$ cat config.mk
export PLATFORM = sky130hd
export DESIGN_NAME = handshake_writer_flat
export DESIGN_NICKNAME = d
export VERILOG_FILES = /design/src/rtl/hs_pkg.sv /design/src/rtl/handshake_writer_if.sv /design/src/rtl/hs_fifo.sv /design/src/rtl/handshake_writer.sv /design/src/flat_wrapper.sv
export SDC_FILE = /design/constraint.sdc
export NUM_CORES = 1
export LEC_CHECK = 0
export BUFFER_PORTS_ARGS = -buffer_cell sky130_fd_sc_hd__buf_4
export CAP_MARGIN = 20
export CORE_ASPECT_RATIO = 0.8
export CORE_MARGIN = 3
export CORE_UTILIZATION = 40
export CTS_CLUSTER_SIZE = 25
export DETAILED_ROUTE_END_ITERATION = 12
export GPL_TIMING_DRIVEN = 0
export PLACE_DENSITY_LB_ADDON = 0.15
export SLEW_MARGIN = 15
export SYNTH_ARGS = -nofsm -noshare
export SYNTH_HDL_FRONTEND = slang
export SYNTH_SLANG_ARGS = --single-unit
$ cat constraint.sdc
create_clock -name clk -period 2.35 [get_ports clk]
set_clock_uncertainty 0.1 [all_clocks]
set_input_delay 0.235 -clock clk [delete_from_list [all_inputs] [get_ports clk]]
set_output_delay 0.235 -clock clk [all_outputs]
set_load 0.01 [all_outputs]
$ cat src/rtl/hs_pkg.sv
// Shared definitions for both ends of the four-phase req/ack handshake:
// FSM state encoding, default data width and the "awaited ack level" helper.
package hs_pkg;

  localparam int HS_DW = 8;

  typedef enum logic [1:0] {
    ST_IDLE    = 2'd0,
    ST_WAIT_HI = 2'd1,
    ST_WAIT_LO = 2'd2
  } hs_state_t;

  // True when ack sits at the level the given wait state is looking for.
  function automatic logic ack_awaited(input hs_state_t st, input logic ack);
    logic hit;
    case (st)
      ST_WAIT_HI: hit = ack;
      ST_WAIT_LO: hit = ~ack;
      default:    hit = 1'b0;
    endcase
    return hit;
  endfunction

endpackage

$ cat src/rtl/handshake_writer_if.sv
// Local valid/ready write port plus the req/ack/data handshake of the writer.
// master = the writer itself, slave = the local source and the receiver.
interface handshake_writer_if
  import hs_pkg::*;
#(
  parameter int DW = HS_DW
);

  logic [DW-1:0] din;
  logic          din_valid;
  logic          din_ready;
  logic [DW-1:0] a;
  logic          req;
  logic          ack;

  modport master (
    input  din,
    input  din_valid,
    input  ack,
    output din_ready,
    output a,
    output req
  );

  modport slave (
    output din,
    output din_valid,
    output ack,
    input  din_ready,
    input  a,
    input  req
  );

endinterface

$ cat src/rtl/hs_fifo.sv
// DEPTH x DW synchronous FIFO; pushes while full and pops while empty are
// ignored, and level is the registered occupancy.
module hs_fifo
  import hs_pkg::*;
#(
  parameter int DW    = HS_DW,
  parameter int DEPTH = 4
)(
  input  logic                     clk,
  input  logic                     reset,
  input  logic                     push,
  input  logic [DW-1:0]            wdata,
  input  logic                     pop,
  output logic [DW-1:0]            head,
  output logic [$clog2(DEPTH):0]   level,
  output logic                     full,
  output logic                     empty
);

  localparam int AW = $clog2(DEPTH);
  localparam int LW = AW + 1;

  logic [DW-1:0] mem_r [DEPTH];
  logic [AW-1:0] wr_ptr_r;
  logic [AW-1:0] rd_ptr_r;
  logic [LW-1:0] count_r;
  logic          push_ok_s;
  logic          pop_ok_s;

  assign full      = (count_r == LW'(DEPTH));
  assign empty     = (count_r == {LW{1'b0}});
  assign push_ok_s = push & ~full;
  assign pop_ok_s  = pop & ~empty;
  assign head      = mem_r[rd_ptr_r];
  assign level     = count_r;

  // Storage array; contents are don't-care until written.
  always_ff @(posedge clk) begin
    if (push_ok_s) begin
      mem_r[wr_ptr_r] <= wdata;
    end
  end

  // Pointers wrap naturally because DEPTH is a power of two.
  always_ff @(posedge clk or posedge reset) begin
    if (reset) begin
      wr_ptr_r <= {AW{1'b0}};
      rd_ptr_r <= {AW{1'b0}};
      count_r  <= {LW{1'b0}};
    end else begin
      if (push_ok_s) begin
        wr_ptr_r <= wr_ptr_r + AW'(1);
      end
      if (pop_ok_s) begin
        rd_ptr_r <= rd_ptr_r + AW'(1);
      end
      case ({push_ok_s, pop_ok_s})
        2'b10:   count_r <= count_r + LW'(1);
        2'b01:   count_r <= count_r - LW'(1);
        default: count_r <= count_r;
      endcase
    end
  end

endmodule

$ cat src/rtl/handshake_writer.sv
// Initiator end of the four-phase req/ack handshake, fed from a small FIFO.
// Optional wait-state timeout: define HANDSHAKE_WRITER_TIMEOUT_EN.
module handshake_writer
  import hs_pkg::*;
#(
  parameter int DW        = HS_DW,
  parameter int DEPTH     = 4,
  parameter int TO_CYCLES = 255
)(
  input  logic                   clk,
  input  logic                   reset,
  handshake_writer_if.master     bus,
  output logic [$clog2(DEPTH):0] level,
  output logic                   busy,
  output logic                   timeout_err,
  input  logic                   err_clr
);

  hs_state_t     state_r;
  logic [DW-1:0] a_r;
  logic          req_r;
  logic [DW-1:0] head_s;
  logic          full_s;
  logic          empty_s;
  logic          pop_s;

  // The in-flight word stays counted until ack is seen high.
  assign pop_s = (state_r == ST_WAIT_HI) & bus.ack;

  hs_fifo #(
    .DW    (DW),
    .DEPTH (DEPTH)
  ) u_fifo (
    .clk   (clk),
    .reset (reset),
    .push  (bus.din_valid),
    .wdata (bus.din),
    .pop   (pop_s),
    .head  (head_s),
    .level (level),
    .full  (full_s),
    .empty (empty_s)
  );

  assign bus.din_ready = ~full_s;
  assign bus.a         = a_r;
  assign bus.req       = req_r;
  assign busy          = (state_r != ST_IDLE) | ~empty_s;

  // Handshake FSM; a stale high ack in IDLE holds off the next request.
  always_ff @(posedge clk or posedge reset) begin
    if (reset) begin
      state_r <= ST_IDLE;
      a_r     <= {DW{1'b0}};
      req_r   <= 1'b0;
    end else begin
      case (state_r)
        ST_IDLE: begin
          if (!empty_s && !bus.ack) begin
            a_r     <= head_s;
            req_r   <= 1'b1;
            state_r <= ST_WAIT_HI;
          end
        end
        ST_WAIT_HI: begin
          if (ack_awaited(state_r, bus.ack)) begin
            req_r   <= 1'b0;
            state_r <= ST_WAIT_LO;
          end
        end
        ST_WAIT_LO: begin
          if (ack_awaited(state_r, bus.ack)) begin
            state_r <= ST_IDLE;
          end
        end
        default: begin
          req_r   <= 1'b0;
          state_r <= ST_IDLE;
        end
      endcase
    end
  end

`ifdef HANDSHAKE_WRITER_TIMEOUT_EN
  localparam int TW = $clog2(TO_CYCLES + 1);

  logic [TW-1:0] to_cnt_r;
  logic          to_err_r;
  logic          waiting_s;
  logic          to_fire_s;

  // Staying in a wait state this cycle; any other cycle restarts the count,
  // which is what clears it on entry to WAIT_HI / WAIT_LO.
  always_comb begin
    waiting_s = 1'b0;
    to_fire_s = 1'b0;
    if ((state_r == ST_WAIT_HI) || (state_r == ST_WAIT_LO)) begin
      waiting_s = ~ack_awaited(state_r, bus.ack);
      to_fire_s = waiting_s & (to_cnt_r == TW'(TO_CYCLES - 1));
    end else begin
      waiting_s = 1'b0;
      to_fire_s = 1'b0;
    end
  end

  // Wait-state cycle counter; restarts after firing so a cleared flag re-arms.
  always_ff @(posedge clk or posedge reset) begin
    if (reset) begin
      to_cnt_r <= {TW{1'b0}};
    end else if (!waiting_s || to_fire_s) begin
      to_cnt_r <= {TW{1'b0}};
    end else begin
      to_cnt_r <= to_cnt_r + TW'(1);
    end
  end

  // Sticky error flag; a new timeout outranks a simultaneous clear.
  always_ff @(posedge clk or posedge reset) begin
    if (reset) begin
      to_err_r <= 1'b0;
    end else if (to_fire_s) begin
      to_err_r <= 1'b1;
    end else if (err_clr) begin
      to_err_r <= 1'b0;
    end else begin
      to_err_r <= to_err_r;
    end
  end

  assign timeout_err = to_err_r;
`else
  localparam int unused_to_cycles = TO_CYCLES;
  logic unused_err_clr;

  assign unused_err_clr = err_clr;
  assign timeout_err    = 1'b0;
`endif

endmodule

$ cat src/flat_wrapper.sv
// flat-port wrapper written by rule: the top's interface ports become plain ports
module handshake_writer_flat import hs_pkg::*;
#(
  parameter int DW        = HS_DW,
  parameter int DEPTH     = 4,
  parameter int TO_CYCLES = 255
)
  (clk, reset, level, busy, timeout_err, err_clr, bus_din, bus_din_valid, bus_ack, bus_din_ready, bus_a, bus_req);
  handshake_writer_if #(.DW(DW)) bus_i ();
  input  logic clk;
  input  logic reset;
  output logic [$clog2(DEPTH):0] level;
  output logic busy;
  output logic timeout_err;
  input  logic err_clr;
  input wire logic [$bits(bus_i.din)-1:0] bus_din;
  input wire logic [$bits(bus_i.din_valid)-1:0] bus_din_valid;
  input wire logic [$bits(bus_i.ack)-1:0] bus_ack;
  output wire logic [$bits(bus_i.din_ready)-1:0] bus_din_ready;
  output wire logic [$bits(bus_i.a)-1:0] bus_a;
  output wire logic [$bits(bus_i.req)-1:0] bus_req;
  assign bus_i.din = bus_din;
  assign bus_i.din_valid = bus_din_valid;
  assign bus_i.ack = bus_ack;
  assign bus_din_ready = bus_i.din_ready;
  assign bus_a = bus_i.a;
  assign bus_req = bus_i.req;
  handshake_writer #(.DW(DW), .DEPTH(DEPTH), .TO_CYCLES(TO_CYCLES)) u_core (.clk(clk), .reset(reset), .bus(bus_i), .level(level), .busy(busy), .timeout_err(timeout_err), .err_clr(err_clr));
endmodule
== Word level (Yosys, flattened, before mapping) ==
Memories as Yosys holds them, arrays and structs flattened. A register that Yosys moved wholly into a read port is not among the register bits.
Cells that the tools add are included.
Storage, ports and cells
  memories kept: 1
  bits in writable memories: 32
  output and inout port bits: 15
  register bits: 10
  input port bits: 13
Operators by class
  reductions and logical operators: 10
  bitwise gates (word level): 8
  mux-type cells: 12
  eq/ne operators: 8
  add/sub/neg operators: 4
Memories
  u_core.u_fifo.mem_r: words 4, bits a word 8, rd ports 1, clocked after memory_dff 1, write ports 1, line hs_fifo.sv:23  | logic [DW-1:0] mem_r [DEPTH];
Operators with widths (number)
  $mux 1: 6
  $mux 2: 3
  $pmux 2 s3: 1
  $pmux 3 s2: 1
  $reduce_and 3->1: 2
  $add 2x1->2 const B: 2
  $eq 2x1->1 const B: 2
  $eq 2x2->1 const B: 2
  $ne 2x1->1 const B: 2
  $not 1->1: 4
  $reduce_bool 2->1: 2
  $add 3x1->3 const B: 1
  $and 1x1->1: 3
  $eq 3x3->1 const B: 1
  $logic_not 3->1: 1
  $pmux 1 s3: 1
  $sub 3x1->3 const B: 1
  $logic_not 1->1: 2
  $logic_not 2->1: 1
  $ne 2x2->1 const B: 1
  $reduce_and 2->1: 1
  $logic_and 1x1->1: 1
  $or 1x1->1: 1

== Logic depth before layout (Yosys ltp) ==
  depth in word-level cells: 5
  depth in mapped cells: 9
  mapped depth without buffers: 9

== Modules after synthesis ==
Synthesis repeated with hierarchy kept, for this count alone.
Second synthesis, totals
  cells, all modules: 112
  area, all modules: 2060.7 µm²
Modules (own cells, without submodules)
  hs_fifo: area an instance 1596.5 µm², cells each 80, seq. area each 1136.1 µm², instances 1
  handshake_writer: area an instance 464.2 µm², cells each 32, seq. area each 275.3 µm², instances 1

== Least setup slack after synthesis ==
OpenSTA, ideal clock, no wires.
  path kind: register to register
  start point: register u_core.u_fifo.count_r[0], in the netlist u_core.u_fifo.level[0]
  end point: register u_core.u_fifo.count_r[2], in the netlist u_core.u_fifo.level[2]
  period minus slack after synthesis: 2.324 ns
  path slack: 0.026 ns
  data required time: 2.171 ns
  library setup time: 0.079 ns
  arrival: 2.145 ns
  stages on the path, launching flop included: 10
  cells stage by stage: dfrtp_1 > or3b_1 > and2_4 > inv_1 > ha_1 > inv_1 > fa_1 > xor2_1 > nor2_1 > xor2_1
On the way
  longest elaborated chain between the ends: 5
RTL lines
  from (decl): line hs_fifo.sv:26  | logic [LW-1:0] count_r;
  from (signal assigned): line hs_fifo.sv:49  | count_r <= {LW{1'b0}};
  from (signal assigned): line hs_fifo.sv:58  | 2'b10: count_r <= count_r + LW'(1);
  from (signal assigned): line hs_fifo.sv:59  | 2'b01: count_r <= count_r - LW'(1);
  $eq 3x3->1 *: line hs_fifo.sv:30  | assign full = (count_r == LW'(DEPTH));
  $not 1->1 *
  named net bus_din_ready: line flat_wrapper.sv:19  | output wire logic [$bits(bus_i.din_ready)-1:0] bus_din_ready;
  $and 1x1->1 *: line hs_fifo.sv:32  | assign push_ok_s = push & ~full;
  $eq 2x1->1 / $eq 2x2->1 (equally long branches): line hs_fifo.sv:57  | case ({push_ok_s, pop_ok_s})
  $pmux 3 s2 / $reduce_bool 2->1 (equally long branches)
Mark *: on every way through the listed nets, which the timed path passes. The rest lies on a longest branch.
A chain may end at the register's enable or synchronous reset.

== Final worst setup path ==
  start point: register u_core.u_fifo.count_r[1], in the netlist u_core.u_fifo.level[1]
  end point: register u_core.u_fifo.count_r[2], in the netlist u_core.u_fifo.level[2]
On the way
  longest elaborated chain between the ends: 5
RTL lines (line)
  $eq 3x3->1 / $logic_not 3->1 (equally long branches): hs_fifo.sv:30, hs_fifo.sv:31
  $not 1->1 (on tied branches): hs_fifo.sv:32, hs_fifo.sv:33
  $and 1x1->1 (on tied branches): hs_fifo.sv:32, hs_fifo.sv:33
  $eq 2x1->1 / $eq 2x2->1 (equally long branches): hs_fifo.sv:57
  $pmux 3 s2 / $reduce_bool 2->1 (equally long branches)
Several ways; a longest one is shown, not always the timed one.

==> metrics.txt <==
run status finished clean; non-filler cells, final 215; sequential fraction of the synthesis area 68.7%; cell with the most instances after synthesis edfxtp_1; Worst Tran Pin Value 0.792 ns; Max FO, Critical Path 4; H-tree Lvls 2; Skew-Pair Late Insertion Delay 0.30 ns; share of the synthesized area in the top cell type 46.8%; Synth top cells by count 32 x edfxtp_1, 18 x dfrtp_1, 8 x mux2_4, 8 x mux4_2, 7 x inv_1; max_slew headroom 47.2%; Fin. Hold Viols 0; met3 WL 222 um; first-pass GRT wire length 5430 um; antenna violations before repair 0; CP Class reg -> reg; worst stage delay on the critical path 0.43 ns; Wirelength per Cell 16.0 um; Power per Cell Area 1250 mW/mm^2; Synth Register Bits 50; core area 0.00476 sq mm; Max Fclk 0.435 GHz; Fin Setup TNS 0 ns; nets@finish 173; dpl hpwl 2230 um; routed wire length 3450 um; synth top area cells edfxtp_1 47%, dfrtp_1 22%, mux4_2 8.8%; Slowest-stage cell, CP dfrtp_2; worst path required time 2.46 ns; Mapped Area 0.00205 sq mm; GRT overflow 0; startpoint types register; Syn Area/Cell 18.2 sq um; Placed Instances 198; yosys warns 0; die height 70.1 um; drt pass-1 iters 4; largest net degree at the start of global routing 19; clock sinks 50; Num CTS Buffers 5; dpl cell area 0.00232 sq mm; Setup Viol. Count Final 0; post-synth top area cell edfxtp_1; LEAKAGE 1.03 nW; Die Area 0.00603 sq mm; die width 86.1 um; port bufs 25; Final GP Congestion 0.668; EDFF count, synth 32; CTS tree built; Final Max Slew Viols 0; Highest Signal Layer met4; # DRC 0; Crit path arrival time 2.41 ns; Area Overhead vs Synth 22.3%; ys flop type edfxtp_1; IO Pins 28; worst vdd ir 545 uV; DRT iter0 DRCs 24; Avg Vias per Cell 4.87; CTS Buffer Depth 2; DR WL met2 1670 um; Synth Instances 113; Layout Utilization 52.7%; GRT Resource Usage Total 12.3%; row count 22; antenna-violating nets left 0; DRT met1 WL 1530 um; HP Class in -> reg; Tmin final 2.30 ns; Root Driver clkbuf_8; crit-path cells or3b_4, and2_4, inv_1, ha_2, inv_1, fa_2, xor2_1, nor2_1, xor2_1; fraction of layout cells with a size suffix above 1 44.5%; vias 1046; antenna cells 0; Final period util 97.9%; Final Cell Area 0.00251 sq mm; Post-synth ARST share 36.0%; endpoint class of the critical path register; syn nets 132; Max Cap Viol 0; via count of the first global-routing pass 1046; Unique masters post-synth 28; Initial Util 43.1%; Worst-path clk slew 0.09 ns
## area by class of cell
type	instances	area, sq um
flip-flops and latches	50	1420
clock buffers	5	68.8
fillers	386	2250
well taps	60	75.1
multi-input cells	52	596
clock inverters	3	45.0
repair buffers	34	258
plain buffers	4	27.5
inverters	7	26.3
## layout by cell type (no fill, tap or decap)
| cell | synthesis | routed |
|---|---|---|
| nor4_1 | 1 | 1 |
| clkinvlp_4 | 0 | 2 |
| mux4_2 | 8 | 8 |
| nand2_1 | 4 | 4 |
| dfrtp_1 | 18 | 15 |
| nor3_2 | 1 | 1 |
| edfxtp_1 | 32 | 32 |
| or3b_4 | 0 | 1 |
| buf_6 | 1 | 1 |
| nor3_1 | 2 | 2 |
| xnor2_1 | 2 | 2 |
| xor2_1 | 5 | 5 |
| fa_2 | 0 | 1 |
| dfrtp_2 | 0 | 3 |
| mux2_2 | 1 | 1 |
| mux2i_1 | 1 | 1 |
| buf_1 | 1 | 1 |
| ha_2 | 0 | 1 |
| clkbuf_8 | 0 | 5 |
| or4_1 | 1 | 1 |
| buf_2 | 1 | 1 |
| o21ai_0 | 1 | 1 |
| and2_4 | 1 | 1 |
| bufinv_16 | 0 | 1 |
| and3_1 | 4 | 4 |
| ha_1 | 5 | 4 |
| and2_1 | 1 | 1 |
| nor4b_1 | 1 | 1 |
| inv_1 | 7 | 7 |
| mux2_4 | 8 | 8 |
| nor2_1 | 2 | 2 |
| conb_1 | 1 | 1 |
| dlygate4sd3_1 | 0 | 1 |
| buf_4 | 1 | 34 |
## layer usage
| layer | vias up | GRT usage, % |
|---|---|---|
| met4 | 0 | 3.69 |
| met5 | - | 0 |
| met3 | 2 | 5.07 |
| met1 | 522 | 15.6 |
| li1 | 494 | - |
| met2 | 28 | 19.2 |
## registers in the layout, indices dropped and copies added (netlist names)
signal                  count
u_core.u_fifo.level         3
u_core.state_r              2
u_core.u_fifo.wr_ptr_r      2
u_core.bus.req              1
u_core.u_fifo.rd_ptr_r      2
u_core.u_fifo.mem_r        32
u_core.bus.a                8
## through the flow
stage | hold slack (ns) | setup WS [ns] | power (mW)
floorplan | 0.0736 | 0.0257 | 2.10
global placement | 0.311 | -0.00656 | 2.44
detailed placement | 0.329 | -0.0683 | 2.48
CTS | 0.00165 | 0.000964 | 3.11
global route | 0.00948 | -0.0820 | 3.36
finish | 0.0150 | 0.0497 | 3.15
## logic make-up after synthesis
group,after synthesis,share of synthesized area (%)
xor gates and xnor gates,7,2.99
muxes,18,15.7
DFF,50,68.7
buffers and inverters,11,2.62
AOI/OAI and AO/OA,1,0.244
and+or+nand+nor,19,5.55
other,1,0.183
adders and majority gates,6,4.02
## power by group
part	total [mW]	internal, mW	leakage [nW]	switching (mW)
logic	1.19	0.676	0.478	0.518
clock network	0.598	0.317	0.0504	0.281
registers	1.35	1.22	0.503	0.130
total	3.15	2.22	1.03	0.930
## final timing paths
kind                                     endpoint  cells past startpoint                   start  slack (ns)
max in group asynchronous  u_core.u_fifo.level[1]                      3                   reset        1.06
min reg2reg                        u_core.bus.req                      2          u_core.bus.req        0.39
min                             u_core.state_r[0]                      2                 bus_ack        0.02
min in group asynchronous         u_core.bus.a[2]                      3                   reset        0.54
max reg2reg                u_core.u_fifo.level[2]                      9  u_core.u_fifo.level[1]        0.05
max                        u_core.u_fifo.level[2]                      9  u_core.u_fifo.level[1]        0.05
## worst max-delay path, delay by kind of cell, from the launching register on
family	cells	cell delay, ns
buffers and inverters	2	0.11
flip-flops	1	0.43
adder cells (fa/ha/maj)	2	0.51
AND/OR/NAND/NOR	3	0.75
XOR/XNOR	2	0.32
## repair_timing
action / CTS / global route
buffers inserted: 1 / 7
hold buffers: 1 / 0
pin swaps: 0 / 4
hold endpoints to repair: 11 / 0
endpoints found under the setup margin: 1 / 1
gates resized for setup: 2 / 4
(Power assumes the default switching activity.)
